`src/rtl/reaction_round_sequencer.sv`:
```
// reaction_round_sequencer
//   Runs a session of NUM_ROUNDS reaction rounds: random hold-off, button
//   prompt, millisecond reaction timing and result capture, with best-time
//   tracking across the session.
//   Build macro SEQ_PENALTY_EN: when defined, a wrong button in PROMPT adds
//   PENALTY_MS to the running time and the round continues; when undefined,
//   a wrong button ends the round with a timeout-valued result.
//   All millisecond arithmetic (hold-off, reaction time, penalty) clamps at
//   TIMEOUT_MS.
module reaction_round_sequencer #(
  parameter int TICKS_PER_MS = 50000,
  parameter int NUM_ROUNDS   = 4,
  parameter int MIN_DELAY_MS = 1000,
`ifdef SEQ_PENALTY_EN
  parameter int PENALTY_MS   = 500,
`endif
  parameter int TIMEOUT_MS   = 9999
) (
  input  logic        iClk,
  input  logic        iRst,
  input  logic        iStart,
  input  logic        iChooseRandID,
  input  logic [2:0]  iButtonsPressed,
  output logic [1:0]  oButtonReq,
  output logic        oPromptValid,
  output logic        oTimerRun,
  output logic        oTimerClear,
  output logic [3:0]  oRoundIdx,
  output logic        oResultValid,
  output logic [13:0] oResultMs,
  output logic [13:0] oBestMs,
  output logic [1:0]  oErrorCode,
  output logic        oBusy,
  output logic        oDone
);

  localparam int              TICK_W      = (TICKS_PER_MS > 1) ? $clog2(TICKS_PER_MS) : 1;
  localparam logic [TICK_W-1:0] TICK_LAST = TICK_W'(TICKS_PER_MS - 1);
  localparam logic [13:0]     TIMEOUT_V   = 14'(TIMEOUT_MS);
  localparam logic [14:0]     MIN_DELAY_V = 15'(MIN_DELAY_MS);
  localparam logic [3:0]      LAST_ROUND  = 4'(NUM_ROUNDS - 1);
  localparam logic [15:0]     LFSR_SEED   = 16'hACE1;
  // Galois form of x^16 + x^14 + x^13 + x^11 + 1, shifting right
  localparam logic [15:0]     LFSR_TAPS   = 16'hB400;

  typedef enum logic [2:0] {
    S_IDLE,
    S_HOLD,
    S_PROMPT,
    S_RESULT,
    S_DONE
  } state_t;

  state_t              state_reg, state_next;
  logic [15:0]         lfsr_reg;
  logic [2:0]          btn_prev_reg;
  logic                start_prev_reg;
  logic [TICK_W-1:0]   tick_cnt_reg;
  logic [13:0]         delay_reg;
  logic [13:0]         ms_cnt_reg;
  logic [1:0]          id_reg;
  logic [1:0]          cyc_id_reg;
  logic [3:0]          round_reg;
  logic [13:0]         result_ms_reg;
  logic [13:0]         best_ms_reg;
  logic [1:0]          err_reg;
  logic                result_valid_reg;
  logic                timer_clear_reg;
`ifdef SEQ_PENALTY_EN
  logic                penalty_hit_reg;
  logic                penalty_press;
  logic [13:0]         ms_pen;
`endif

  // Decoded events and control strobes
  logic [2:0]  btn_rise;
  logic        any_press;
  logic        start_rise;
  logic        ms_tick;
  logic [2:0]  req_mask;
  logic        correct_press;
  logic [13:0] delay_load;
  logic [13:0] ms_step;
  logic [1:0]  rand_id;
  logic        start_session;
  logic        load_delay;
  logic        false_start;
  logic        enter_prompt;
  logic        capture;
  logic [13:0] cap_ms;
  logic [1:0]  cap_err;
  logic        round_inc;

  // Clamp a 15-bit millisecond sum to TIMEOUT_MS so nothing ever wraps
  function automatic logic [13:0] sat_ms(input logic [14:0] v);
    if (v > {1'b0, TIMEOUT_V}) begin
      return TIMEOUT_V;
    end
    return v[13:0];
  endfunction

  // Edge detection, tick decode and datapath arithmetic
  always_comb begin
    btn_rise      = iButtonsPressed & ~btn_prev_reg;
    any_press     = |btn_rise;
    start_rise    = iStart & ~start_prev_reg;
    ms_tick       = (tick_cnt_reg == TICK_LAST);
    req_mask      = 3'b000;
    case (id_reg)
      2'd1:    req_mask = 3'b001;
      2'd2:    req_mask = 3'b010;
      2'd3:    req_mask = 3'b100;
      default: req_mask = 3'b000;
    endcase
    // a second button rising in the same cycle makes this a wrong press
    correct_press = (btn_rise == req_mask);
    delay_load    = sat_ms(MIN_DELAY_V + {4'd0, lfsr_reg[10:0]});
    ms_step       = sat_ms({1'b0, ms_cnt_reg} + {14'd0, ms_tick});
    rand_id       = (lfsr_reg[1:0] == 2'd0) ? 2'd1 : lfsr_reg[1:0];
`ifdef SEQ_PENALTY_EN
    ms_pen        = sat_ms({1'b0, ms_step} + 15'(PENALTY_MS));
`endif
  end

  // State register
  always_ff @(posedge iClk) begin
    if (iRst) begin
      state_reg <= S_IDLE;
    end else begin
      state_reg <= state_next;
    end
  end

  // Next-state logic and per-transition control strobes
  always_comb begin
    state_next    = state_reg;
    start_session = 1'b0;
    load_delay    = 1'b0;
    false_start   = 1'b0;
    enter_prompt  = 1'b0;
    capture       = 1'b0;
    cap_ms        = ms_cnt_reg;
    cap_err       = 2'd0;
    round_inc     = 1'b0;
`ifdef SEQ_PENALTY_EN
    penalty_press = 1'b0;
`endif
    case (state_reg)
      S_IDLE, S_DONE: begin
        if (start_rise) begin
          state_next    = S_HOLD;
          start_session = 1'b1;
          load_delay    = 1'b1;
        end
      end
      S_HOLD: begin
        if (any_press) begin
          // false start: reload the hold-off, the round is not consumed
          false_start = 1'b1;
          load_delay  = 1'b1;
        end else if (ms_tick && (delay_reg <= 14'd1)) begin
          state_next   = S_PROMPT;
          enter_prompt = 1'b1;
        end
      end
      S_PROMPT: begin
        if (any_press && correct_press) begin
          state_next = S_RESULT;
          capture    = 1'b1;
          cap_ms     = ms_cnt_reg;
`ifdef SEQ_PENALTY_EN
          cap_err    = penalty_hit_reg ? 2'd1 : 2'd0;
`else
          cap_err    = 2'd0;
`endif
        end else if (any_press) begin
`ifdef SEQ_PENALTY_EN
          penalty_press = 1'b1;
`else
          state_next = S_RESULT;
          capture    = 1'b1;
          cap_ms     = TIMEOUT_V;
          cap_err    = 2'd1;
`endif
        end else if (ms_cnt_reg >= TIMEOUT_V) begin
          state_next = S_RESULT;
          capture    = 1'b1;
          cap_ms     = TIMEOUT_V;
          cap_err    = 2'd3;
        end
      end
      S_RESULT: begin
        if (round_reg == LAST_ROUND) begin
          state_next = S_DONE;
        end else begin
          state_next = S_HOLD;
          round_inc  = 1'b1;
          load_delay = 1'b1;
        end
      end
      default: state_next = S_IDLE;
    endcase
  end

  // Free-running LFSR and input edge-detect history
  always_ff @(posedge iClk) begin
    if (iRst) begin
      lfsr_reg       <= LFSR_SEED;
      btn_prev_reg   <= 3'b000;
      start_prev_reg <= 1'b0;
    end else begin
      lfsr_reg       <= {1'b0, lfsr_reg[15:1]} ^ (lfsr_reg[0] ? LFSR_TAPS : 16'h0000);
      btn_prev_reg   <= iButtonsPressed;
      start_prev_reg <= iStart;
    end
  end

  // Millisecond prescaler, restarted on every state entry and hold reload
  always_ff @(posedge iClk) begin
    if (iRst) begin
      tick_cnt_reg <= '0;
    end else if ((state_next != state_reg) || false_start || ms_tick) begin
      tick_cnt_reg <= '0;
    end else begin
      tick_cnt_reg <= tick_cnt_reg + TICK_W'(1);
    end
  end

  // Hold-off countdown and reaction-time counter
  always_ff @(posedge iClk) begin
    if (iRst) begin
      delay_reg  <= 14'd0;
      ms_cnt_reg <= 14'd0;
    end else begin
      if (load_delay) begin
        delay_reg <= delay_load;
      end else if ((state_reg == S_HOLD) && ms_tick && (delay_reg != 14'd0)) begin
        delay_reg <= delay_reg - 14'd1;
      end
      if (enter_prompt) begin
        ms_cnt_reg <= 14'd0;
      end else if (state_reg == S_PROMPT) begin
`ifdef SEQ_PENALTY_EN
        ms_cnt_reg <= penalty_press ? ms_pen : ms_step;
`else
        ms_cnt_reg <= ms_step;
`endif
      end
    end
  end

  // Prompt ID selection and round bookkeeping
  always_ff @(posedge iClk) begin
    if (iRst) begin
      id_reg     <= 2'd1;
      cyc_id_reg <= 2'd1;
      round_reg  <= 4'd0;
    end else begin
      if (start_session) begin
        cyc_id_reg <= 2'd1;
        round_reg  <= 4'd0;
      end else begin
        if (enter_prompt) begin
          id_reg     <= iChooseRandID ? rand_id : cyc_id_reg;
          cyc_id_reg <= (cyc_id_reg == 2'd3) ? 2'd1 : cyc_id_reg + 2'd1;
        end
        if (round_inc) begin
          round_reg <= round_reg + 4'd1;
        end
      end
    end
  end

  // Result capture, best time, error code and one-cycle pulses
  always_ff @(posedge iClk) begin
    if (iRst) begin
      result_ms_reg    <= 14'd0;
      best_ms_reg      <= TIMEOUT_V;
      err_reg          <= 2'd0;
      result_valid_reg <= 1'b0;
      timer_clear_reg  <= 1'b0;
`ifdef SEQ_PENALTY_EN
      penalty_hit_reg  <= 1'b0;
`endif
    end else begin
      result_valid_reg <= capture;
      timer_clear_reg  <= enter_prompt;
      if (start_session) begin
        best_ms_reg <= TIMEOUT_V;
        err_reg     <= 2'd0;
      end else if (capture) begin
        result_ms_reg <= cap_ms;
        best_ms_reg   <= (cap_ms < best_ms_reg) ? cap_ms : best_ms_reg;
        err_reg       <= cap_err;
      end else if (false_start) begin
        err_reg <= 2'd2;
      end
`ifdef SEQ_PENALTY_EN
      else if (penalty_press) begin
        err_reg <= 2'd1;
      end
      if (enter_prompt) begin
        penalty_hit_reg <= 1'b0;
      end else if (penalty_press) begin
        penalty_hit_reg <= 1'b1;
      end
`endif
    end
  end

  // Output decode
  always_comb begin
    oPromptValid = (state_reg == S_PROMPT);
    oTimerRun    = (state_reg == S_PROMPT);
    oButtonReq   = (state_reg == S_PROMPT) ? id_reg : 2'd0;
    oTimerClear  = timer_clear_reg;
    oRoundIdx    = round_reg;
    oResultValid = result_valid_reg;
    oResultMs    = result_ms_reg;
    oBestMs      = best_ms_reg;
    oErrorCode   = err_reg;
    oBusy        = (state_reg == S_HOLD) || (state_reg == S_PROMPT) || (state_reg == S_RESULT);
    oDone        = (state_reg == S_DONE);
  end

endmodule
```
`config.mk`:
```
export PLATFORM = sky130hd
export DESIGN_NAME = reaction_round_sequencer
export DESIGN_NICKNAME = d
export VERILOG_FILES = /design/src/rtl/reaction_round_sequencer.sv
export SDC_FILE = /design/constraint.sdc
export NUM_CORES = 1
export LEC_CHECK = 0
export BUFFER_PORTS_ARGS = -buffer_cell sky130_fd_sc_hd__buf_2
export CORE_MARGIN = 2
export CORE_UTILIZATION = 54
export CTS_CLUSTER_DIAMETER = 40
export CTS_CLUSTER_SIZE = 16
export DETAILED_ROUTE_END_ITERATION = 8
export GPL_TIMING_DRIVEN = 0
export PLACE_DENSITY = 0.77
export SYNTH_ARGS = -nofsm -noshare
export SYNTH_HDL_FRONTEND = slang
export SYNTH_SLANG_ARGS = --single-unit
export TNS_END_PERCENT = 100
```
`constraint.sdc`:
```
create_clock -name iClk -period 3.8 [get_ports iClk]
set_clock_uncertainty 0.2 [all_clocks]
set_input_delay 0.57 -clock iClk [delete_from_list [all_inputs] [get_ports iClk]]
set_output_delay 0.57 -clock iClk [all_outputs]
set_load 0.005 [all_outputs]
```
==> results of run 1 <==
## synth_stat cells, types with 4 or more instances
cell type / instances
o21ai_0: 7
o211a_1: 13
a211oi_1: 22
nor2b_1: 15
nor2_1: 72
or4_1: 4
nor3_1: 15
buf_2: 15
inv_1: 34
a31o_2: 7
xor2_1: 12
or2_2: 8
dfxtp_1: 107
and3_1: 11
xnor2_1: 28
o211ai_1: 4
or3_1: 7
nor4_1: 5
and2_1: 10
nand2b_1: 10
nand4_1: 12
a21o_1: 8
a21oi_1: 25
nand2_1: 36
clkbuf_1: 18
ha_1: 22
nand3_1: 21
a31oi_1: 9
## kinds of logic after synthesis
family	count (synthesis)	synth area share
xor+xnor	40	0.0641
mux	3	0.00550
buf+inv	73	0.0550
fa+ha+maj	22	0.0504
flops	107	0.392
compound gates	129	0.193
simple gates	249	0.240
## per-stage QoR
stage	TNS [ns]	setup slack, ns	hold slack [ns]	power [uW]
5_1_grt	-2.67	-0.224	0.223	2170
3_3_place_gp	-6.79	-0.550	0.198	1430
3_5_place_dp	-7.49	-0.603	0.205	1440
6_report	-0.544	-0.0617	0.228	2090
2_1_floorplan	0	0.00712	0.189	1380
4_1_cts	-0.773	-0.0838	0.231	2090
## report_power, final
| group | switching (uW) | internal, uW |
|---|---|---|
| Sequential | 35.5 | 1160 |
| Combinational | 144 | 101 |
| Clock | 402 | 246 |
## routing by layer
layer | vias up | share of wire | global-route usage
met3 | 25 | 0.062 | 0.0374
met5 | - | 0 | 0
met2 | 158 | 0.49 | 0.416
met4 | 0 | 0.018 | 0.0962
li1 | 2347 | - | -
met1 | 2273 | 0.43 | 0.318
## final timing paths
path | cells after the start | end | slack [ns] | start
setup / recovery | 16 | oBestMs[0]$_SDFFE_PP1P_ | -0.06 | ms_cnt_reg[12]$_SDFFE_PP0P_
hold / removal | 1 | lfsr_reg[11]$_SDFF_PP1_ | 0.23 | lfsr_reg[12]$_SDFF_PP0_
setup reg to reg | 16 | oBestMs[0]$_SDFFE_PP1P_ | -0.06 | ms_cnt_reg[12]$_SDFFE_PP0P_
hold reg to reg | 1 | lfsr_reg[11]$_SDFF_PP1_ | 0.23 | lfsr_reg[12]$_SDFF_PP0_
## timing repair
action                                  CTS  global route
pin swaps                                17            12
cloned                                    2             0
resized for setup                        31            11
endpoints found under the setup margin   14            21
hold buffers                              0             0
setup buffers                            13             6
## layout make-up
| class | instances | area [sq um] |
|---|---|---|
| Timing Repair Buffer | 67 | 422 |
| Clock inverter | 6 | 48.8 |
| Clock buffer | 10 | 128 |
| Buffer | 37 | 200 |
| Multi-Input combinational cell | 443 | 3160 |
| Inverter | 35 | 131 |
| Fill cell | 831 | 3410 |
| Tap cell | 133 | 166 |
| Sequential cell | 107 | 2150 |
==> results_dict.tcl, run 1 <==
set metrics [dict create \
    status "finished, violations left" \
    violations "setup timing" \
    finalCriticalPeriod_ns 3.86 \
    netlist_instances 623 \
    rsz0062_at_grt "yes" \
    grt_use_total 0.247 \
    ir_drop_mv 0.259 \
    worstPathArrival_ns 3.96 \
    hp-class "flip-flop to flip-flop" \
    globalplace.congestion 0.941 \
    postLayoutCellArea_sq_um 6410 \
    grt_max_degree 19 \
    final_core_util 0.653 \
    crit_path_end_kind "flip-flop" \
    layout_common_cells "dfxtp_1 (101), nor2_1 (65), buf_2 (54)" \
    yosysWarnings 0 \
    cts_buffers 9 \
    path_max_fanout 9 \
    tightest_slew_ns 0.831 \
    cts_tree "done" \
    maxSlewViolCount 0 \
    ctsRootBufferMaster "clkbuf_8" \
    grt_pass1_wl_microns 22300 \
    die_y_microns 105 \
    synthFlopType "dfxtp_1" \
    clock_sinks 107 \
    critPathKind "flip-flop to flip-flop" \
    placement_rows 36 \
    avgRoutedWirePerCell_microns 15.9 \
    startpoint_type "flip-flop" \
    fmax_ghz 0.259 \
    required_ns 3.90 \
    slowest_delay_ns 0.47 \
    syn_nets 652 \
    final_common_cell "dfxtp_1" \
    synth-edff-count 0 \
    layout-area-overhead-vs-synth_pct 17.3 \
    yosysSeqAreaShare 0.392 \
    placed_area_sq_um 5900 \
    period_share 1.02 \
    die-area_sq_um 10900 \
    coreArea_sq_um 9820 \
    clockBufferDepth 2 \
    relSlewSlack 0.444 \
    synthTopCellsByArea "dfxtp_1 (39%), ha_1 (5.0%), nor2_1 (4.9%), xnor2_1 (4.5%), a211oi_1 (3.0%)" \
    start_util 0.556 \
    synth-seq-cells 107 \
    syn_area_sq_um 5460 \
    via_per_inst 5.73 \
    drt-pass1-iter-count 4 \
    slowest_stage "a2111o_1" \
    grt_pass1_vias 4632 \
    drc 0 \
    clk_latency_ns 0.37 \
    setup_viol 14 \
    n_antenna_cell 0 \
    clkTransAtPathRegs_ns 0.11 \
    fp.dieW_microns 105 \
    crit_family "compound AO/OA/AOI/OAI gates" \
    synth_cell_type_count 71 \
    leakage_uw 0.00265 \
    hold_viol_final 0 \
    netlist.area_leader.share 0.392 \
    power.density_nw_per_um2 326 \
    syn-mean-instance-area_sq_um 8.77 \
    antenna_found_initial 0 \
    cp_cell_sequence "clkbuf_1 > o31a_1 > o21ai_4 > nor2_4 > nor2_4 > inv_1 > ha_4 > a21o_1 > a221o_1 > a21oi_2 > o22ai_2 > a2111o_1 > buf_6 > nor2_4 > buf_6 > mux2i_1" \
    overflow 0 \
    crit_buf_inv 4 \
    nets 729 \
    ant_nets 0 \
    drive_above_1_share 0.226 \
    fin_cells 838 \
    dp_cells 803 \
    vias 4803 \
    synth_top_cell_by_area "dfxtp_1" \
    maxCapViolCount 0 \
    numPortBuffers 47 \
    htree_levels 3 \
    path_common_cell "nor2_4" \
    timing.final.ws_setup_ns -0.0617 \
    num_io_pins 49 \
    async_reset_ff_frac 0 \
    hpwlAfterDp_microns 9480 \
    wl_microns 13300 \
    detailedRoute.firstIterationViolations 225 \
]
Note: power is estimated with default switching activity, not from simulation.
==> run 2, diff against run 1 <==
--- a/config.mk
+++ b/config.mk
@@ -5,6 +5,7 @@
 export SDC_FILE = /design/constraint.sdc
 export NUM_CORES = 1
 export LEC_CHECK = 0
+export ABC_AREA = 1
 export BUFFER_PORTS_ARGS = -buffer_cell sky130_fd_sc_hd__buf_2
 export CORE_MARGIN = 2
 export CORE_UTILIZATION = 54
==> results_dict.tcl, run 2 <==
set metrics [dict create \
    detailedRoute.firstIterationViolations 398 \
    finalCriticalPeriod_ns 3.35 \
    r2r_start "tick_cnt_reg[0]$_SDFF_PP0_" \
    critPathKind "flip-flop to flip-flop" \
    overflow 0 \
    n_antenna_cell 0 \
    drive_above_1_share 0.156 \
    nFillCells 972 \
    synth_top_cell_by_area "dfxtp_1" \
    layout-area-overhead-vs-synth_pct 10.5 \
    status "finished clean" \
    cts_tree "done" \
    synthTopCellsByArea "dfxtp_1 (38%), nand2_1 (9.8%), inv_1 (6.8%), nand3_1 (5.9%), nor2_1 (5.4%)" \
    yosysSeqAreaShare 0.382 \
    syn-mean-instance-area_sq_um 7.13 \
    seqPwrFrac 0.555 \
    netlist_instances 786 \
    clkTransAtPathRegs_ns 0.11 \
    synth-seq-cells 107 \
    p_comb_frac 0.120 \
    switchingPower_uw 591 \
    clkPwrFrac 0.325 \
    via_per_inst 5.39 \
    hp-class "input port to flip-flop" \
    p_int_uw 1540 \
    avgRoutedWirePerCell_microns 13.7 \
    fin_cells 984 \
    min_path_cells 3 \
    crit_buf_inv 2 \
    final_core_util 0.608 \
    tns_ns 0 \
    ys_top_cells_by_count "nand2_1 (146), dfxtp_1 (107), inv_1 (101)" \
    antenna_found_initial 0 \
    clock_sinks 107 \
    syn_area_sq_um 5600 \
    yosysWarnings 0 \
    power.density_nw_per_um2 343 \
    wl_microns 13500 \
    postLayoutCellArea_sq_um 6190 \
    setup_viol 0 \
    leakage_uw 0.00294 \
    synthFlopType "dfxtp_1" \
    maxSlewViolCount 0 \
    nets 874 \
    r2r_slack_ns 0.45 \
    cts_resized 0 \
    clockBufferDepth 2 \
    rsz0062_at_grt "no" \
    grt_pass1_vias 4941 \
    syn_nets 815 \
    drc 0 \
    worstPathArrival_ns 3.47 \
    ant_nets 0 \
    cts_buffers 9 \
    post-cts-setup-buffers 0 \
    layout_common_cells "nand2_1 (146), dfxtp_1 (107), inv_1 (101)" \
    ctsRootBufferMaster "clkbuf_8" \
    cp.depth 19 \
    final_common_cell "nand2_1" \
    critical_path.endpoint "ms_cnt_reg[1]$_SDFFE_PP0P_" \
    required_ns 3.92 \
    slowest_stage "dfxtp_1" \
    synth-edff-count 0 \
    maxCapViolCount 0 \
    num_io_pins 49 \
    r2r_cells 19 \
    start_util 0.550 \
    crit_family "simple AND/OR/NAND/NOR gates" \
    finalPower_uw 2130 \
    slowest_delay_ns 0.39 \
    coreArea_sq_um 10200 \
    path_max_fanout 9 \
    globalplace.congestion 0.876 \
    cts_hold_buf 0 \
    synth_cell_type_count 42 \
    ir_drop_mv 0.191 \
    fmax_ghz 0.298 \
    period_share 0.882 \
    hpwlAfterDp_microns 10200 \
    die-area_sq_um 11200 \
    htree_levels 3 \
    dp_cells 970 \
    post-synth-top-count-cell "nand2_1" \
    drt-pass1-iter-count 6 \
    vias 5299 \
    hold_viol_final 0 \
    placement_rows 37 \
    cp_cell_sequence "ha_1 > nand2_2 > nor2_2 > nand2_2 > nor4_4 > ha_1 > ha_1 > nand2_1 > nor3_2 > nand2_1 > nor2_2 > nand3_1 > nor2_1 > nand3_1 > nand2_1 > inv_2 > nand2_2 > o21ai_1 > inv_1" \
    tightest_slew_ns 0.620 \
    grt_max_degree 17 \
    r2r-end "ms_cnt_reg[1]$_SDFFE_PP0P_" \
    crit_start "tick_cnt_reg[0]$_SDFF_PP0_" \
    async_reset_ff_frac 0 \
    clk_latency_ns 0.38 \
    grt_use_total 0.250 \
    die_y_microns 106 \
    netlist.area_leader.share 0.382 \
    swShare 0.278 \
    placed_area_sq_um 6010 \
    fp.dieW_microns 106 \
    relSlewSlack 0.586 \
    grt_pass1_wl_microns 22700 \
    crit_path_end_kind "flip-flop" \
    numPortBuffers 48 \
    startpoint_type "flip-flop" \
]
run 2: cell types whose count changed after synthesis, sizes merged, moves of 22 or more:
cell,before,now
nand2,36,156
inv,35,116
nand3,22,69
a21oi,25,61
xnor2,28,2
nor2,74,96
run 2: cell type report:
class                           count  area, sq um  area share
Inverter                          117          439      0.0709
Timing Repair Buffer               48          240      0.0388
Tap cell                          136          170      0.0275
Clock inverter                      4         51.3     0.00828
Sequential cell                   107         2140       0.346
Multi-Input combinational cell    541         2910       0.470
Buffer                             21          111      0.0180
Clock buffer                       10          128      0.0206
run 2: worst register-to-register path: stages, from the launching register on:
cell and delay [ns]:
dfxtp_1 0.39, ha_1 0.20, nand2_2 0.09, nor2_2 0.12, nand2_2 0.10, nor4_4 0.34
ha_1 0.24, ha_1 0.17, nand2_1 0.09, nor3_2 0.24, nand2_1 0.10, nor2_2 0.18
nand3_1 0.15, nor2_1 0.13, nand3_1 0.10, nand2_1 0.09, inv_2 0.11, nand2_2 0.14
o21ai_1 0.08, inv_1 0.06
run 2: kinds of logic (layout without fill, tap and decap cells):
logic type / Yosys count / count (layout) / synth area share
buffers and inverters: 138 / 200 / 0.0982
AND/OR/NAND/NOR: 384 / 384 / 0.321
XOR/XNOR: 25 / 25 / 0.0391
AO/OA/AOI/OAI: 110 / 110 / 0.111
adder cells (fa/ha/maj): 22 / 22 / 0.0491
flip-flops: 107 / 107 / 0.382
run 2: stage by stage:
stage,hold slack [ns],worst slack (ns)
floorplan,0.188,0.922
global placement,0.195,0.354
detailed placement,0.207,0.286
CTS,0.217,0.490
global route,0.224,0.121
finish,0.211,0.448
run 2: worst min path at each step:
| stage | end | start | slack (ns) |
|---|---|---|---|
| global route | start_prev_reg$_SDFF_PP0_ | iStart | 0.22 |
| global placement | lfsr_reg[14]$_SDFF_PP0_ | lfsr_reg[15]$_SDFF_PP1_ | 0.19 |
| floorplan | lfsr_reg[14]$_SDFF_PP0_ | lfsr_reg[15]$_SDFF_PP1_ | 0.19 |
| detailed placement | lfsr_reg[11]$_SDFF_PP1_ | lfsr_reg[12]$_SDFF_PP0_ | 0.21 |
| finish | start_prev_reg$_SDFF_PP0_ | iStart | 0.21 |
| CTS | start_prev_reg$_SDFF_PP0_ | iStart | 0.22 |
run 2: power groups by stage:
stage	clock [uW]	sequential, uW	combinational (uW)
after floorplan	0	1200	193
after global placement	0	1200	245
after detailed placement	0	1200	252
after CTS	698	1180	253
after global routing	741	1180	291
final	692	1180	255
run 2: layer usage:
layer  global-route usage  vias to the layer above  routed length, microns  part of all wire
met5                    0                        -                       0                 0
met4               0.0611                        0                     132            0.0098
met3               0.0519                       15                     818             0.061
met2                0.415                      156                    6280              0.47
met1                0.333                     2456                    6230              0.46
li1                     -                     2672                       -                 -
==> run 3, diff against run 2 <==
--- a/config.mk
+++ b/config.mk
@@ -13,7 +13,7 @@
 export CTS_CLUSTER_SIZE = 16
 export DETAILED_ROUTE_END_ITERATION = 8
 export GPL_TIMING_DRIVEN = 0
-export PLACE_DENSITY = 0.77
+export PLACE_DENSITY_LB_ADDON = 0.1
 export SYNTH_ARGS = -nofsm -noshare
 export SYNTH_HDL_FRONTEND = slang
 export SYNTH_SLANG_ARGS = --single-unit
==> results_dict.tcl, run 3 (synthesized netlist as in run 2, its figures left out) <==
set metrics [dict create \
    setup_viol 0 \
    rsz0062_at_grt "no" \
    crit_path_end_kind "flip-flop" \
    r2r_start "tick_cnt_reg[0]$_SDFF_PP0_" \
    leakage_uw 0.00295 \
    grtUsageMet1 0.335 \
    fp.dieW_microns 106 \
    power.density_nw_per_um2 345 \
    final_common_cell "nand2_1" \
    worstPathArrival_ns 3.42 \
    slowest_delay_ns 0.38 \
    nets 874 \
    layout_common_cells "nand2_1 (146), dfxtp_1 (107), inv_1 (101)" \
    die_y_microns 106 \
    clk_latency_ns 0.39 \
    placement_rows 37 \
    die-area_sq_um 11200 \
    ctsRootBufferMaster "clkbuf_8" \
    vias 5195 \
    clockBufferDepth 2 \
    cts_buffers 9 \
    critPathKind "flip-flop to flip-flop" \
    r2r_cells 17 \
    use_met2 0.404 \
    use_met3 0.0606 \
    n_antenna_cell 0 \
    postLayoutCellArea_sq_um 6210 \
    via_per_inst 5.27 \
    post-cts-setup-buffers 0 \
    antenna_found_initial 0 \
    grt_pass1_wl_microns 22400 \
    globalplace.congestion 0.900 \
    startpoint_type "flip-flop" \
    tightest_slew_ns 0.596 \
    required_ns 3.91 \
    detailedRoute.firstIterationViolations 299 \
    min_path_cells 3 \
    tns_ns 0 \
    hp-class "input port to flip-flop" \
    ir_drop_mv 0.369 \
    layout-area-overhead-vs-synth_pct 10.8 \
    worstHoldStart "iStart" \
    drt-pass1-iter-count 6 \
    maxCapViolCount 0 \
    fmax_ghz 0.302 \
    cts_hold_buf 0 \
    busiest_layer "met2" \
    grt_pass1_vias 4722 \
    path_max_fanout 9 \
    avgRoutedWirePerCell_microns 13.6 \
    overflow 0 \
    clock_sinks 107 \
    hpwlAfterDp_microns 10100 \
    hold_viol_final 0 \
    num_io_pins 49 \
    drc 0 \
    ant_nets 0 \
    grt_max_degree 17 \
    cp_cell_sequence "ha_1 > nand2_2 > nor2_2 > nand2_2 > nor4_4 > ha_1 > ha_1 > nand2_1 > nor3_2 > nand2_1 > nor2_2 > nand3_1 > nor2_1 > nand3_1 > nand2_1 > inv_2 > a221oi_2" \
    start_util 0.550 \
    placed_area_sq_um 6010 \
    period_share 0.871 \
    finalCriticalPeriod_ns 3.31 \
    htree_levels 3 \
    slowest_stage "dfxtp_1" \
    numPortBuffers 48 \
    relSlewSlack 0.603 \
    r2r-end "ms_cnt_reg[13]$_SDFFE_PP0P_" \
    status "finished clean" \
    coreArea_sq_um 10200 \
    cts_tree "done" \
    drive_above_1_share 0.157 \
    hold_path_end "start_prev_reg$_SDFF_PP0_" \
    wl_microns 13400 \
    r2r_slack_ns 0.49 \
    maxSlewViolCount 0 \
    finalPower_uw 2140 \
    cts_resized 0 \
    clkTransAtPathRegs_ns 0.10 \
    grt_use_total 0.249 \
]
-- run 3: layout make-up --
cell class / count / area (sq um)
clock inverters: 4 / 51.3
flip-flops and latches: 107 / 2140
fillers: 991 / 3980
multi-input cells: 541 / 2910
plain buffers: 21 / 111
repair buffers: 48 / 240
inverters: 117 / 439
clock buffers: 11 / 141
well taps: 136 / 170
-- run 3: worst max-delay path: cells and delay by family (launching register included) --
kind | cells | cell delay [ns]
AO/OA/AOI/OAI | 1 | 0.24
buffers and inverters | 1 | 0.11
adder cells (fa/ha/maj) | 3 | 0.61
flip-flops | 1 | 0.38
AND/OR/NAND/NOR | 12 | 1.70
-- run 3: power by group --
part           switching [uW]  internal (uW)  total [uW]  leakage [uW]
clock                     388            320         707     0.0000954
sequential               24.9           1150        1180      0.000871
combinational             174           82.0         256       0.00199
total                     587           1560        2140       0.00295
-- run 3: per-layer routing --
metal | up-vias | share of wire
met2 | 134 | 0.45
li1 | 2670 | -
met5 | - | 0
met1 | 2375 | 0.48
met3 | 16 | 0.057
met4 | 0 | 0.013
-- run 3: metrics by stage --
step / instances / hold slack [ns] / util / setup slack (ns)
global route: 985 / 0.195 / 0.609 / 0.244
detailed placement: 970 / 0.207 / 0.591 / 0.343
finish: 985 / 0.189 / 0.609 / 0.490
global placement: 970 / 0.196 / 0.591 / 0.361
CTS: 985 / 0.177 / 0.609 / 0.474
floorplan: 786 / 0.188 / - / 0.922
-- run 3: worst max-delay path by stage --
stage / from / endpoint / slack (ns) / depth (start not counted)
detailed placement: iButtonsPressed[2] / oBestMs[4]$_SDFFE_PP0P_ / 0.34 / 16
global route: tick_cnt_reg[0]$_SDFF_PP0_ / ms_cnt_reg[3]$_SDFFE_PP0P_ / 0.24 / 18
global placement: iButtonsPressed[2] / oBestMs[12]$_SDFFE_PP0P_ / 0.36 / 16
finish: tick_cnt_reg[0]$_SDFF_PP0_ / ms_cnt_reg[13]$_SDFFE_PP0P_ / 0.49 / 17
floorplan: iButtonsPressed[2] / oBestMs[11]$_SDFFE_PP0P_ / 0.92 / 15
CTS: tick_cnt_reg[0]$_SDFF_PP0_ / ms_cnt_reg[3]$_SDFFE_PP0P_ / 0.47 / 18
